<file path="src/rtl/multicycle_main_control_if.sv">
// Control bundle between the multicycle main control FSM and the MIPS datapath.
// The controller (master) receives the opcode and memory handshake and drives
// every datapath select/enable plus its debug and retirement outputs.
interface multicycle_main_control_if #(
   parameter int COUNT_WIDTH = 32
);
   logic [5:0]             opcode;
   logic                   mem_ready;
   logic                   pc_write;
   logic                   pc_write_cond;
   logic [1:0]             pc_source;
   logic                   i_or_d;
   logic                   mem_read;
   logic                   mem_write;
   logic                   ir_write;
   logic                   mem_to_reg;
   logic                   reg_dst;
   logic                   reg_write;
   logic                   alu_src_a;
   logic [1:0]             alu_src_b;
   logic [1:0]             alu_op;
   logic                   illegal_op;
   logic [3:0]             state;
   logic [COUNT_WIDTH-1:0] instr_count;

   modport master (
      input  opcode, mem_ready,
      output pc_write, pc_write_cond, pc_source, i_or_d, mem_read, mem_write,
             ir_write, mem_to_reg, reg_dst, reg_write, alu_src_a, alu_src_b,
             alu_op, illegal_op, state, instr_count
   );

   modport slave (
      output opcode, mem_ready,
      input  pc_write, pc_write_cond, pc_source, i_or_d, mem_read, mem_write,
             ir_write, mem_to_reg, reg_dst, reg_write, alu_src_a, alu_src_b,
             alu_op, illegal_op, state, instr_count
   );
endinterface

</file>
<file path="src/rtl/multicycle_main_control.sv">
// Main control FSM of the multicycle MIPS datapath: sequences fetch, decode,
// execute, memory and writeback, stalls on mem_ready and counts retirements.
// Control outputs are Moore-decoded from the state register; only the FETCH
// write enables follow mem_ready and illegal_op follows the DECODE opcode.
module multicycle_main_control #(
   parameter int COUNT_WIDTH = 32
) (
   input  logic                  clk,
   input  logic                  rst,
   multicycle_main_control_if.master bus
);

   localparam logic [5:0] OP_R    = 6'b000000;
   localparam logic [5:0] OP_LW   = 6'b100011;
   localparam logic [5:0] OP_SW   = 6'b101011;
   localparam logic [5:0] OP_BEQ  = 6'b000100;
   localparam logic [5:0] OP_J    = 6'b000010;
   localparam logic [5:0] OP_ADDI = 6'b001000;

   typedef enum logic [3:0] {
      S_FETCH     = 4'd0,
      S_DECODE    = 4'd1,
      S_MEM_ADDR  = 4'd2,
      S_MEM_READ  = 4'd3,
      S_MEM_WB    = 4'd4,
      S_MEM_WRITE = 4'd5,
      S_EXECUTE   = 4'd6,
      S_R_WB      = 4'd7,
      S_BRANCH    = 4'd8,
      S_JUMP      = 4'd9,
      S_ADDI_EX   = 4'd10,
      S_ADDI_WB   = 4'd11
   } state_t;

   state_t                 state_reg;
   logic [5:0]             op_q;
   logic [COUNT_WIDTH-1:0] count_reg;

   // State sequencing, opcode capture in DECODE and retirement counting.
   always_ff @(posedge clk) begin
      if (rst) begin
         state_reg <= S_FETCH;
         op_q      <= '0;
         count_reg <= '0;
      end else begin
         case (state_reg)
            S_FETCH: begin
               if (bus.mem_ready) state_reg <= S_DECODE;
            end
            S_DECODE: begin
               op_q <= bus.opcode;
               case (bus.opcode)
                  OP_LW, OP_SW: state_reg <= S_MEM_ADDR;
                  OP_R:         state_reg <= S_EXECUTE;
                  OP_BEQ:       state_reg <= S_BRANCH;
                  OP_J:         state_reg <= S_JUMP;
                  OP_ADDI:      state_reg <= S_ADDI_EX;
                  default:      state_reg <= S_FETCH;  // illegal: not retired
               endcase
            end
            S_MEM_ADDR: begin
               if (op_q == OP_LW)      state_reg <= S_MEM_READ;
               else if (op_q == OP_SW) state_reg <= S_MEM_WRITE;
               else                    state_reg <= S_FETCH;
            end
            S_MEM_READ: begin
               if (bus.mem_ready) state_reg <= S_MEM_WB;
            end
            S_MEM_WRITE: begin
               if (bus.mem_ready) begin
                  state_reg <= S_FETCH;
                  count_reg <= count_reg + 1'b1;
               end
            end
            S_EXECUTE: state_reg <= S_R_WB;
            S_ADDI_EX: state_reg <= S_ADDI_WB;
            S_MEM_WB, S_R_WB, S_BRANCH, S_JUMP, S_ADDI_WB: begin
               state_reg <= S_FETCH;
               count_reg <= count_reg + 1'b1;
            end
            default: state_reg <= S_FETCH;
         endcase
      end
   end

   // Control decode from the current state; everything is 0 during reset.
   always_comb begin
      bus.pc_write      = 1'b0;
      bus.pc_write_cond = 1'b0;
      bus.pc_source     = 2'b00;
      bus.i_or_d        = 1'b0;
      bus.mem_read      = 1'b0;
      bus.mem_write     = 1'b0;
      bus.ir_write      = 1'b0;
      bus.mem_to_reg    = 1'b0;
      bus.reg_dst       = 1'b0;
      bus.reg_write     = 1'b0;
      bus.alu_src_a     = 1'b0;
      bus.alu_src_b     = 2'b00;
      bus.alu_op        = 2'b00;
      bus.illegal_op    = 1'b0;
      if (!rst) begin
         case (state_reg)
            S_FETCH: begin
               bus.mem_read  = 1'b1;
               bus.alu_src_b = 2'b01;
               bus.ir_write  = bus.mem_ready;
               bus.pc_write  = bus.mem_ready;
            end
            S_DECODE: begin
               bus.alu_src_b = 2'b11;
               case (bus.opcode)
                  OP_R, OP_LW, OP_SW, OP_BEQ, OP_J, OP_ADDI: bus.illegal_op = 1'b0;
                  default:                                   bus.illegal_op = 1'b1;
               endcase
            end
            S_MEM_ADDR, S_ADDI_EX: begin
               bus.alu_src_a = 1'b1;
               bus.alu_src_b = 2'b10;
            end
            S_MEM_READ: begin
               bus.mem_read = 1'b1;
               bus.i_or_d   = 1'b1;
            end
            S_MEM_WB: begin
               bus.reg_write  = 1'b1;
               bus.mem_to_reg = 1'b1;
            end
            S_MEM_WRITE: begin
               bus.mem_write = 1'b1;
               bus.i_or_d    = 1'b1;
            end
            S_EXECUTE: begin
               bus.alu_src_a = 1'b1;
               bus.alu_op    = 2'b10;
            end
            S_R_WB: begin
               bus.reg_write = 1'b1;
               bus.reg_dst   = 1'b1;
            end
            S_BRANCH: begin
               bus.alu_src_a     = 1'b1;
               bus.alu_op        = 2'b01;
               bus.pc_write_cond = 1'b1;
               bus.pc_source     = 2'b01;
            end
            S_JUMP: begin
               bus.pc_write  = 1'b1;
               bus.pc_source = 2'b10;
            end
            S_ADDI_WB: begin
               bus.reg_write = 1'b1;
            end
            default: ;
         endcase
      end
   end

   assign bus.state       = state_reg;
   assign bus.instr_count = count_reg;

endmodule

</file>
<file path="src/flat_wrapper.sv">
// flat-port wrapper written by rule: the top's interface ports become plain ports
module multicycle_main_control_flat 
#(
   parameter int COUNT_WIDTH = 32
)
  (clk, rst, bus_opcode, bus_mem_ready, bus_pc_write, bus_pc_write_cond, bus_pc_source, bus_i_or_d, bus_mem_read, bus_mem_write, bus_ir_write, bus_mem_to_reg, bus_reg_dst, bus_reg_write, bus_alu_src_a, bus_alu_src_b, bus_alu_op, bus_illegal_op, bus_state, bus_instr_count);
  multicycle_main_control_if #(.COUNT_WIDTH(COUNT_WIDTH)) bus_i ();
  input  logic clk;
  input  logic rst;
  input wire logic [$bits(bus_i.opcode)-1:0] bus_opcode;
  input wire logic [$bits(bus_i.mem_ready)-1:0] bus_mem_ready;
  output wire logic [$bits(bus_i.pc_write)-1:0] bus_pc_write;
  output wire logic [$bits(bus_i.pc_write_cond)-1:0] bus_pc_write_cond;
  output wire logic [$bits(bus_i.pc_source)-1:0] bus_pc_source;
  output wire logic [$bits(bus_i.i_or_d)-1:0] bus_i_or_d;
  output wire logic [$bits(bus_i.mem_read)-1:0] bus_mem_read;
  output wire logic [$bits(bus_i.mem_write)-1:0] bus_mem_write;
  output wire logic [$bits(bus_i.ir_write)-1:0] bus_ir_write;
  output wire logic [$bits(bus_i.mem_to_reg)-1:0] bus_mem_to_reg;
  output wire logic [$bits(bus_i.reg_dst)-1:0] bus_reg_dst;
  output wire logic [$bits(bus_i.reg_write)-1:0] bus_reg_write;
  output wire logic [$bits(bus_i.alu_src_a)-1:0] bus_alu_src_a;
  output wire logic [$bits(bus_i.alu_src_b)-1:0] bus_alu_src_b;
  output wire logic [$bits(bus_i.alu_op)-1:0] bus_alu_op;
  output wire logic [$bits(bus_i.illegal_op)-1:0] bus_illegal_op;
  output wire logic [$bits(bus_i.state)-1:0] bus_state;
  output wire logic [$bits(bus_i.instr_count)-1:0] bus_instr_count;
  assign bus_i.opcode = bus_opcode;
  assign bus_i.mem_ready = bus_mem_ready;
  assign bus_pc_write = bus_i.pc_write;
  assign bus_pc_write_cond = bus_i.pc_write_cond;
  assign bus_pc_source = bus_i.pc_source;
  assign bus_i_or_d = bus_i.i_or_d;
  assign bus_mem_read = bus_i.mem_read;
  assign bus_mem_write = bus_i.mem_write;
  assign bus_ir_write = bus_i.ir_write;
  assign bus_mem_to_reg = bus_i.mem_to_reg;
  assign bus_reg_dst = bus_i.reg_dst;
  assign bus_reg_write = bus_i.reg_write;
  assign bus_alu_src_a = bus_i.alu_src_a;
  assign bus_alu_src_b = bus_i.alu_src_b;
  assign bus_alu_op = bus_i.alu_op;
  assign bus_illegal_op = bus_i.illegal_op;
  assign bus_state = bus_i.state;
  assign bus_instr_count = bus_i.instr_count;
  multicycle_main_control #(.COUNT_WIDTH(COUNT_WIDTH)) u_core (.clk(clk), .rst(rst), .bus(bus_i));
endmodule
</file>
<file path="config.mk">
export PLATFORM = sky130hd
export DESIGN_NAME = multicycle_main_control_flat
export DESIGN_NICKNAME = d
export VERILOG_FILES = /design/src/rtl/multicycle_main_control_if.sv /design/src/rtl/multicycle_main_control.sv /design/src/flat_wrapper.sv
export SDC_FILE = /design/constraint.sdc
export NUM_CORES = 1
export LEC_CHECK = 0
export ABC_CLOCK_PERIOD_IN_PS = 3800
export BUFFER_PORTS_ARGS = -buffer_cell sky130_fd_sc_hd__clkbuf_2
export CAP_MARGIN = 20
export CORE_ASPECT_RATIO = 1.4
export CORE_MARGIN = 5
export CORE_UTILIZATION = 30
export CTS_CLUSTER_DIAMETER = 100
export DETAILED_ROUTE_END_ITERATION = 12
export PLACE_DENSITY_LB_ADDON = 0.08
export SLEW_MARGIN = 20
export SYNTH_ARGS = -nofsm -noshare
export SYNTH_HDL_FRONTEND = slang
export SYNTH_SLANG_ARGS = --single-unit
</file>
<file path="constraint.sdc">
create_clock -name clk -period 3.8 [get_ports clk]
set_input_delay 0.76 -clock clk [delete_from_list [all_inputs] [get_ports clk]]
set_output_delay 0.76 -clock clk [all_outputs]
set_load 0.02 [all_outputs]
</file>
== Yosys cells after proc, flatten, opt, wreduce, memory -nomap -nowiden ==
Cells that the tools add are included.
Widths: inputs -> output; s select.

* Input bits: 9
* Memory bits (writable): 0
* Bits in read-only memories: 0
* Flip-flop bits (word level): 42
* Output and inout bits: 53
* Word-level logic and storage cells: 76
* Memories: 0
* Latch bits: 0

* $lt $le $gt $ge: 0
* Add/subtract/negate cells: 1
* Shift operators: 0
* $mul: 0
* Bitwise logic cells: 0
* Equal/unequal tests: 21
* Mux-type cells: 38
* Reductions and logical operators: 13
* Div/mod/pow operators: 0

{| class="wikitable"
|+ Operators by type and width
! operator !! count
|-
| $pmux 32 s2 || 1
|-
| $add 32x1->32 const B || 1
|-
| $mux 32 || 1
|-
| $pmux 4 s7 || 1
|-
| $eq 6x6->1 const B || 4
|-
| $mux 1 || 22
|-
| $pmux 4 s5 || 1
|-
| $eq 4x3->1 const B || 4
|-
| $eq 4x4->1 const B || 4
|-
| $mux 4 || 4
|-
| $eq 4x2->1 const B || 2
|-
| $pmux 2 s2 || 2
|-
| $reduce_or 2->1 || 4
|-
| $eq 6x2->1 const B || 1
|-
| $eq 6x3->1 const B || 1
|-
| $eq 6x4->1 const B || 1
|-
| $logic_not 6->1 || 1
|-
| $mux 2 || 3
|-
| $ne 2x2->1 const B || 3
|-
| $pmux 2 s3 || 1
|-
| $reduce_or 6->1 || 1
|-
| $reduce_or 5->1 || 1
|-
| $eq 4x1->1 const B || 1
|-
| $logic_not 4->1 || 1
|-
| other kinds (7) || 7
|}

== Logic depth before layout (Yosys ltp) ==
Gate-level depths: netlist (run 1).

* Depth after elaboration: 5
* Mapped depth: 9
* Mapped depth without buffers: 6

== Worst setup path before layout (run 1) ==
Ideal clock, no wire load.

* Path kind: input to output
* Start: input port rst
* End: output port bus_pc_write
* Stages: 4
* Required time: 3040 ps
* Buffers on the path: 1
* Arrival time: 2228 ps
* Setup slack: 812 ps
* Path through: clkbuf_1 > nor4_1 > and3b_1 > or2_2

* Cells in the longest elaborated chain, start to end: 1

{| class="wikitable"
|+ Ends and longest elaborated chain
! item !! line !! source
|-
| from (decl) || flat_wrapper.sv:9 || <nowiki>input logic rst;</nowiki>
|-
| $mux 1 || multicycle_main_control.sv:102 || <nowiki>if (!rst) begin</nowiki>
|-
| to (decl) || flat_wrapper.sv:12 || <nowiki>output wire logic [$bits(bus_i.pc_write)-1:0] bus_pc_write;</nowiki>
|}

No other way between the ends.

== Worst setup path after layout (run 1) ==
* Start: input port rst
* End: output port bus_mem_to_reg

* Cells in the longest elaborated chain, start to end: 1

{| class="wikitable"
|+ Ends and longest elaborated chain
! item !! line !! source
|-
| $mux 1 || multicycle_main_control.sv:102 ||
|-
| to (decl) || flat_wrapper.sv:19 || <nowiki>output wire logic [$bits(bus_i.mem_to_reg)-1:0] bus_mem_to_reg;</nowiki>
|}

No other way between the ends.

==> impl_metrics.py, run 1 <==
metrics = {
    "clock_network": {
        "cts_sinks": 42,
        "insertion_delay_ns": 0.30,
        "cts_tree": "yes",
        "postCtsHoldBufs": 0,
        "ctsResizeCount": 0,
        "cts_max_level": 2,
        "root_buffer": "clkbuf_8",
        "cts_buffers": 5,
        "clkTransAtPathRegs_ns": 0.08,
        "post_cts_buffers": 0,
        "clk_path_buf_depth": 2,
    },
    "global_route": {
        "grt_overflow": 0,
        "grt_pass1_wl_um": 10860,
        "antenna_found_initial": 0,
        "grt_use_total": 0.1381,
        "grt_max_degree": 25,
        "first_global_vias": 2158,
    },
    "floorplanning": {
        "io_pins": 62,
        "core_um2": 7702,
        "num_rows": 38,
        "fp.dieW_um": 84.94,
        "initial_utilization": 0.3062,
        "chipHeight_um": 114.9,
        "die_area_um2": 9760,
    },
    "final_layout": {
        "drive_gt1_frac": 0.2312,
        "syn_to_final_growth_pct": 19.26,
        "antennaDiodeCount": 0,
        "finalNonFillerCells": 446,
        "mostFrequentLayoutCells": "clkbuf_2, nor2_1, dfxtp_1",
        "final_common_cell": "clkbuf_2",
        "finalNetCount": 355,
        "largest_register_ffs": 32,
    },
    "pwr": {
        "ir_drop_mv": 0.1354,
        "clkPwrFrac": 0.367,
        "switching_share": 0.2508,
        "p_leak_nw": 0.9982,
        "p_per_area_nw_per_um2": 293.4,
        "pwr-share-seq": 0.549,
        "intPower_mw": 0.6182,
        "power.net_switching_mw": 0.2070,
        "combPwrFrac": 0.084,
    },
    "timing": {
        "fin_ws_ns": 1.010,
        "whs_ns": 0.5012,
        "worst_clock_skew_ns": 0.005954,
        "drv_slew": 0,
        "slew_headroom": 0.5194,
        "setup_tns_ns": 0,
        "hold_violations": 0,
        "period_share": 0.7342,
        "tightest_slew_ns": 0.7199,
        "rsz0062_at_grt": "false",
        "timing.fmax_mhz": 358.4,
        "setup_viol": 0,
        "min_period_ns": 2.790,
    },
    "setup_path": {
        "crit_slowest_cell": "clkbuf_2",
        "critPathBufInv": 3,
        "r2r_slack_ns": 1.12,
        "worstPathCellList": "clkbuf_2, buf_4, nand2b_1, nor4_1, clkbuf_2",
        "critPathMaxStageDelay_ns": 0.31,
        "worstSetupPathType": "input pin to output port",
        "crit_family": "buffers and inverters",
        "cp-end-kind": "output port",
        "worstSetupStartpointType": "input pin",
        "crit_top_cell": "clkbuf_2",
        "crit_arrival_ns": 2.03,
        "worstPathRequired_ns": 3.04,
        "cp_max_fo": 24,
    },
    "routing": {
        "ant_nets": 0,
        "vias": 2257,
        "detail_route.vias_per_cell": 5.061,
        "drtIter0Drc": 79,
        "dr.pass1.iters": 7,
        "routed_wl_um": 6434,
        "routedWlPerCell_um": 14.43,
        "drcViolationCount": 0,
    },
    "placement": {
        "place_inst": 438,
        "dp_hpwl_um": 4802,
        "post-place-ws_ns": 0.9912,
        "port_buffers": 61,
        "gp_congestion": 0.7436,
    },
    "logic_synthesis": {
        "ys_seq_elements": 42,
        "async_flop_share": 0,
        "synth-edff-count": 0,
        "synth_fp_nets": 308,
        "synthCells": 298,
        "synthTopCellsByArea": "dfxtp_1, xnor2_1, nor2_1",
        "synth_area_um2": 2359,
        "synth-main-ff-cell": "dfxtp_1",
        "syn_avg_cell_area_um2": 7.914,
        "ys_warn_count": 0,
        "synth_top_area_cell": "dfxtp_1",
        "ys_types": 42,
        "yosysTopAreaCellShare": 0.3565,
        "ys_seq_area_frac": 0.3565,
    },
    "outcome": {
        "status": "complete, no violations",
    },
    "min_path": {
        "hold_path_class": "flop to flop",
    },
    "flow_run": {
        "max_cap_violations": 0,
    },
}
[worst paths after layout]
kind,start,to,cells past startpoint
min reg2reg,u_core.op_q[2]$_SDFFE_PP0P_,u_core.op_q[2]$_SDFFE_PP0P_,2
max,rst,bus_mem_to_reg,5
max reg2reg,u_core.bus.state[0]$_SDFFE_PP0P_,u_core.bus.instr_count[29]$_SDFFE_PP0P_,5
min,u_core.op_q[2]$_SDFFE_PP0P_,u_core.op_q[2]$_SDFFE_PP0P_,2
[worst min-delay path, delay by kind of cell, from the launching register on]
| family | cells | cell delay, ns |
|---|---|---|
| mux | 1 | 0.07 |
| simple gates | 1 | 0.07 |
| flops | 1 | 0.33 |
[routing by layer]
layer | GRT usage | part of all wire
met5 | 0 | 0
met3 | 0.03369 | 0.045
met1 | 0.1604 | 0.42
met4 | 0.05491 | 0.021
met2 | 0.2431 | 0.51
[per-stage QoR]
step,instance area (um^2),util,power (mW)
after floorplan,2359,-,0.5089
after global placement,2721,0.3533,0.5341
after detailed placement,2721,0.3533,0.5339
after CTS,2813,0.3652,0.8388
after global routing,2813,0.3652,0.8691
final,2813,0.3652,0.8252
[power groups by stage]
stage | registers (mW) | logic [mW] | clock network [mW]
after detailed placement | 0.464 | 0.0700 | 0
after global placement | 0.464 | 0.0701 | 0
after CTS | 0.453 | 0.0702 | 0.315
after global routing | 0.455 | 0.0772 | 0.337
after floorplan | 0.461 | 0.0479 | 0
final | 0.453 | 0.0691 | 0.303
[Yosys cell counts (2+ instances only)]
cell type and count:
mux2i_1 7, nor4b_1 7, nor4_1 22, and2_1 5, buf_6 3, xnor2_1 28, a31oi_1 2, nand2_1 16
inv_1 3, xor2_1 2, o21ai_0 10, a21oi_1 7, clkbuf_1 18, o31ai_1 3, and4_1 5, nor3_1 19
or3_1 5, buf_1 3, nand2b_1 4, nand4_1 8, nor2_1 47, and3_1 4, nand3_1 8, or2_2 3
dfxtp_1 42
[cell families (layout without fill, tap and decap cells)]
logic type | Yosys count | count (layout) | synth area share
fa+ha+maj | 1 | 1 | 0.005304
simple gates | 162 | 162 | 0.3719
compound gates | 27 | 27 | 0.06738
xor+xnor | 30 | 30 | 0.1114
buf+inv | 29 | 77 | 0.05782
flops | 42 | 42 | 0.3565
mux | 7 | 7 | 0.02971
[layout make-up]
| type | count | area [um^2] |
|---|---|---|
| Inverter | 3 | 11.26 |
| Clock inverter | 1 | 5.005 |
| Fill cell | 867 | 4890 |
| Sequential cell | 42 | 840.8 |
| Tap cell | 100 | 125.1 |
| Multi-Input combinational cell | 227 | 1401 |
| Timing Repair Buffer | 66 | 342.8 |
| Clock buffer | 7 | 86.33 |
No activity file was read; power rests on OpenSTA's default activity.
==> inputs of run 2 (changes only) <==
Settings changed: ABC_CLOCK_PERIOD_IN_PS 3800 to 2700.
Clock period 3.8 ns to 2.7 ns, I/O delays scaled along.
==> impl_metrics.py, run 2 (same netlist as run 1, synthesis figures left out) <==
metrics = {
    "outcome": {
        "status": "complete, no violations",
    },
    "clock_network": {
        "clk_path_buf_depth": 2,
        "cts_tree": "yes",
        "ctsResizeCount": 0,
        "root_buffer": "clkbuf_8",
        "cts_sinks": 42,
        "cts_max_level": 2,
        "postCtsHoldBufs": 0,
        "post_cts_buffers": 0,
        "clkTransAtPathRegs_ns": 0.08,
        "insertion_delay_ns": 0.29,
        "cts_buffers": 5,
    },
    "placement": {
        "dp_hpwl_um": 4940,
        "place_inst": 445,
        "port_buffers": 61,
        "gp_congestion": 0.8000,
        "post-place-ws_ns": 0.3912,
    },
    "final_layout": {
        "final_util": 0.3720,
        "finalNonFillerCells": 453,
        "syn_to_final_growth_pct": 21.49,
        "drive_gt1_frac": 0.2465,
        "finalNetCount": 362,
        "largest_register_ffs": 32,
        "mostFrequentLayoutCells": "clkbuf_2, nor2_1, dfxtp_1",
        "final_common_cell": "clkbuf_2",
        "antennaDiodeCount": 0,
    },
    "timing": {
        "slew_headroom": 0.6701,
        "worst_clock_skew_ns": 0.008162,
        "fin_ws_ns": 0.3851,
        "period_share": 0.8574,
        "timing.fmax_mhz": 432.0,
        "setup_tns_ns": 0,
        "setup_viol": 0,
        "hold_violations": 0,
        "min_period_ns": 2.315,
        "tightest_slew_ns": 0.4949,
        "drv_slew": 0,
        "rsz0062_at_grt": "false",
    },
    "min_path": {
        "hold_path_class": "flop to flop",
    },
    "floorplanning": {
        "num_rows": 38,
        "chipHeight_um": 114.9,
        "io_pins": 62,
        "fp.dieW_um": 84.94,
        "core_um2": 7702,
        "initial_utilization": 0.3062,
        "die_area_um2": 9760,
    },
    "routing": {
        "ant_nets": 0,
        "routed_wl_um": 6701,
        "dr.pass1.iters": 4,
        "vias": 2246,
        "routedWlPerCell_um": 14.79,
        "detail_route.vias_per_cell": 4.958,
        "drcViolationCount": 0,
        "drtIter0Drc": 66,
    },
    "pwr": {
        "ir_drop_mv": 0.2723,
        "p_per_area_nw_per_um2": 402.5,
        "p_leak_nw": 1.034,
    },
    "global_route": {
        "grt_pass1_wl_um": 11370,
        "antenna_found_initial": 0,
        "grt_use_total": 0.1429,
        "grt_max_degree": 29,
        "first_global_vias": 2311,
        "grt_overflow": 0,
    },
    "setup_path": {
        "worstPathCellList": "nand4_1, or4b_1, or3_1, or4_1, a21oi_1",
        "worstPathRequired_ns": 2.93,
        "crit_family": "simple AND/OR/NAND/NOR gates",
        "cp-end-kind": "flop",
        "critPathBufInv": 0,
        "critPathMaxStageDelay_ns": 0.57,
        "worstSetupStartpointType": "flop",
        "crit_slowest_cell": "or4b_1",
        "cp_max_fo": 7,
        "r2r_slack_ns": 0.39,
        "crit_arrival_ns": 2.54,
        "worstSetupPathType": "flop to flop",
    },
    "flow_run": {
        "max_cap_violations": 0,
    },
}
==> run 2: cell count changes in the layout (fill, tap and decap cells not counted) <==
cell   change
buf_4      +7
==> run 2: final cells by class <==
| type | count | area, um^2 |
|---|---|---|
| clock buffer | 7 | 86.33 |
| clock inverter | 1 | 5.005 |
| fill | 841 | 4837 |
| inverter | 3 | 11.26 |
| multi-input combinational | 227 | 1401 |
| sequential | 42 | 840.8 |
| tap | 100 | 125.1 |
| timing repair buffer | 73 | 395.4 |
==> run 2: per-layer routing <==
| layer | vias to the layer above | GRT usage | share of wire |
|---|---|---|---|
| met2 | 43 | 0.2546 | 0.51 |
| met1 | 1036 | 0.1714 | 0.43 |
| met5 | - | 0 | 0 |
| li1 | 1161 | - | - |
| met4 | 0 | 0.05491 | 0.017 |
| met3 | 6 | 0.02294 | 0.041 |
==> run 2: metrics by stage <==
stage          hold slack (ns)  instance area [um^2]  total power [mW]
5_1_grt                 0.5388                  2865             1.222
4_1_cts                 0.5149                  2865             1.180
2_1_floorplan           0.4509                  2359            0.7162
3_5_place_dp            0.4959                  2774            0.7555
6_report                0.5096                  2865             1.153
3_3_place_gp            0.4690                  2774            0.7552
==> run 2: where the power goes <==
group | leakage (nW) | internal, mW | total [mW] | switching, mW
Clock | 0.0482 | 0.206 | 0.414 | 0.207
Sequential | 0.339 | 0.627 | 0.632 | 0.00539
Combinational | 0.646 | 0.0392 | 0.108 | 0.0683
==> run 2: worst register-to-register path: stages, from the launching register on <==
cell and delay [ns]:
dfxtp_1 0.42, nand4_1 0.16, or4b_1 0.57, or3_1 0.46
or4_1 0.49, a21oi_1 0.15
==> run 2: path summary, 6_finish.rpt <==
path,endpoint,cells after the start,start
worst min-delay path,u_core.op_q[1]$_SDFFE_PP0P_,2,u_core.op_q[1]$_SDFFE_PP0P_
worst max-delay path,u_core.bus.instr_count[29]$_SDFFE_PP0P_,5,u_core.bus.instr_count[9]$_SDFFE_PP0P_
worst min register to register,u_core.op_q[1]$_SDFFE_PP0P_,2,u_core.op_q[1]$_SDFFE_PP0P_
worst max register to register,u_core.bus.instr_count[29]$_SDFFE_PP0P_,5,u_core.bus.instr_count[9]$_SDFFE_PP0P_
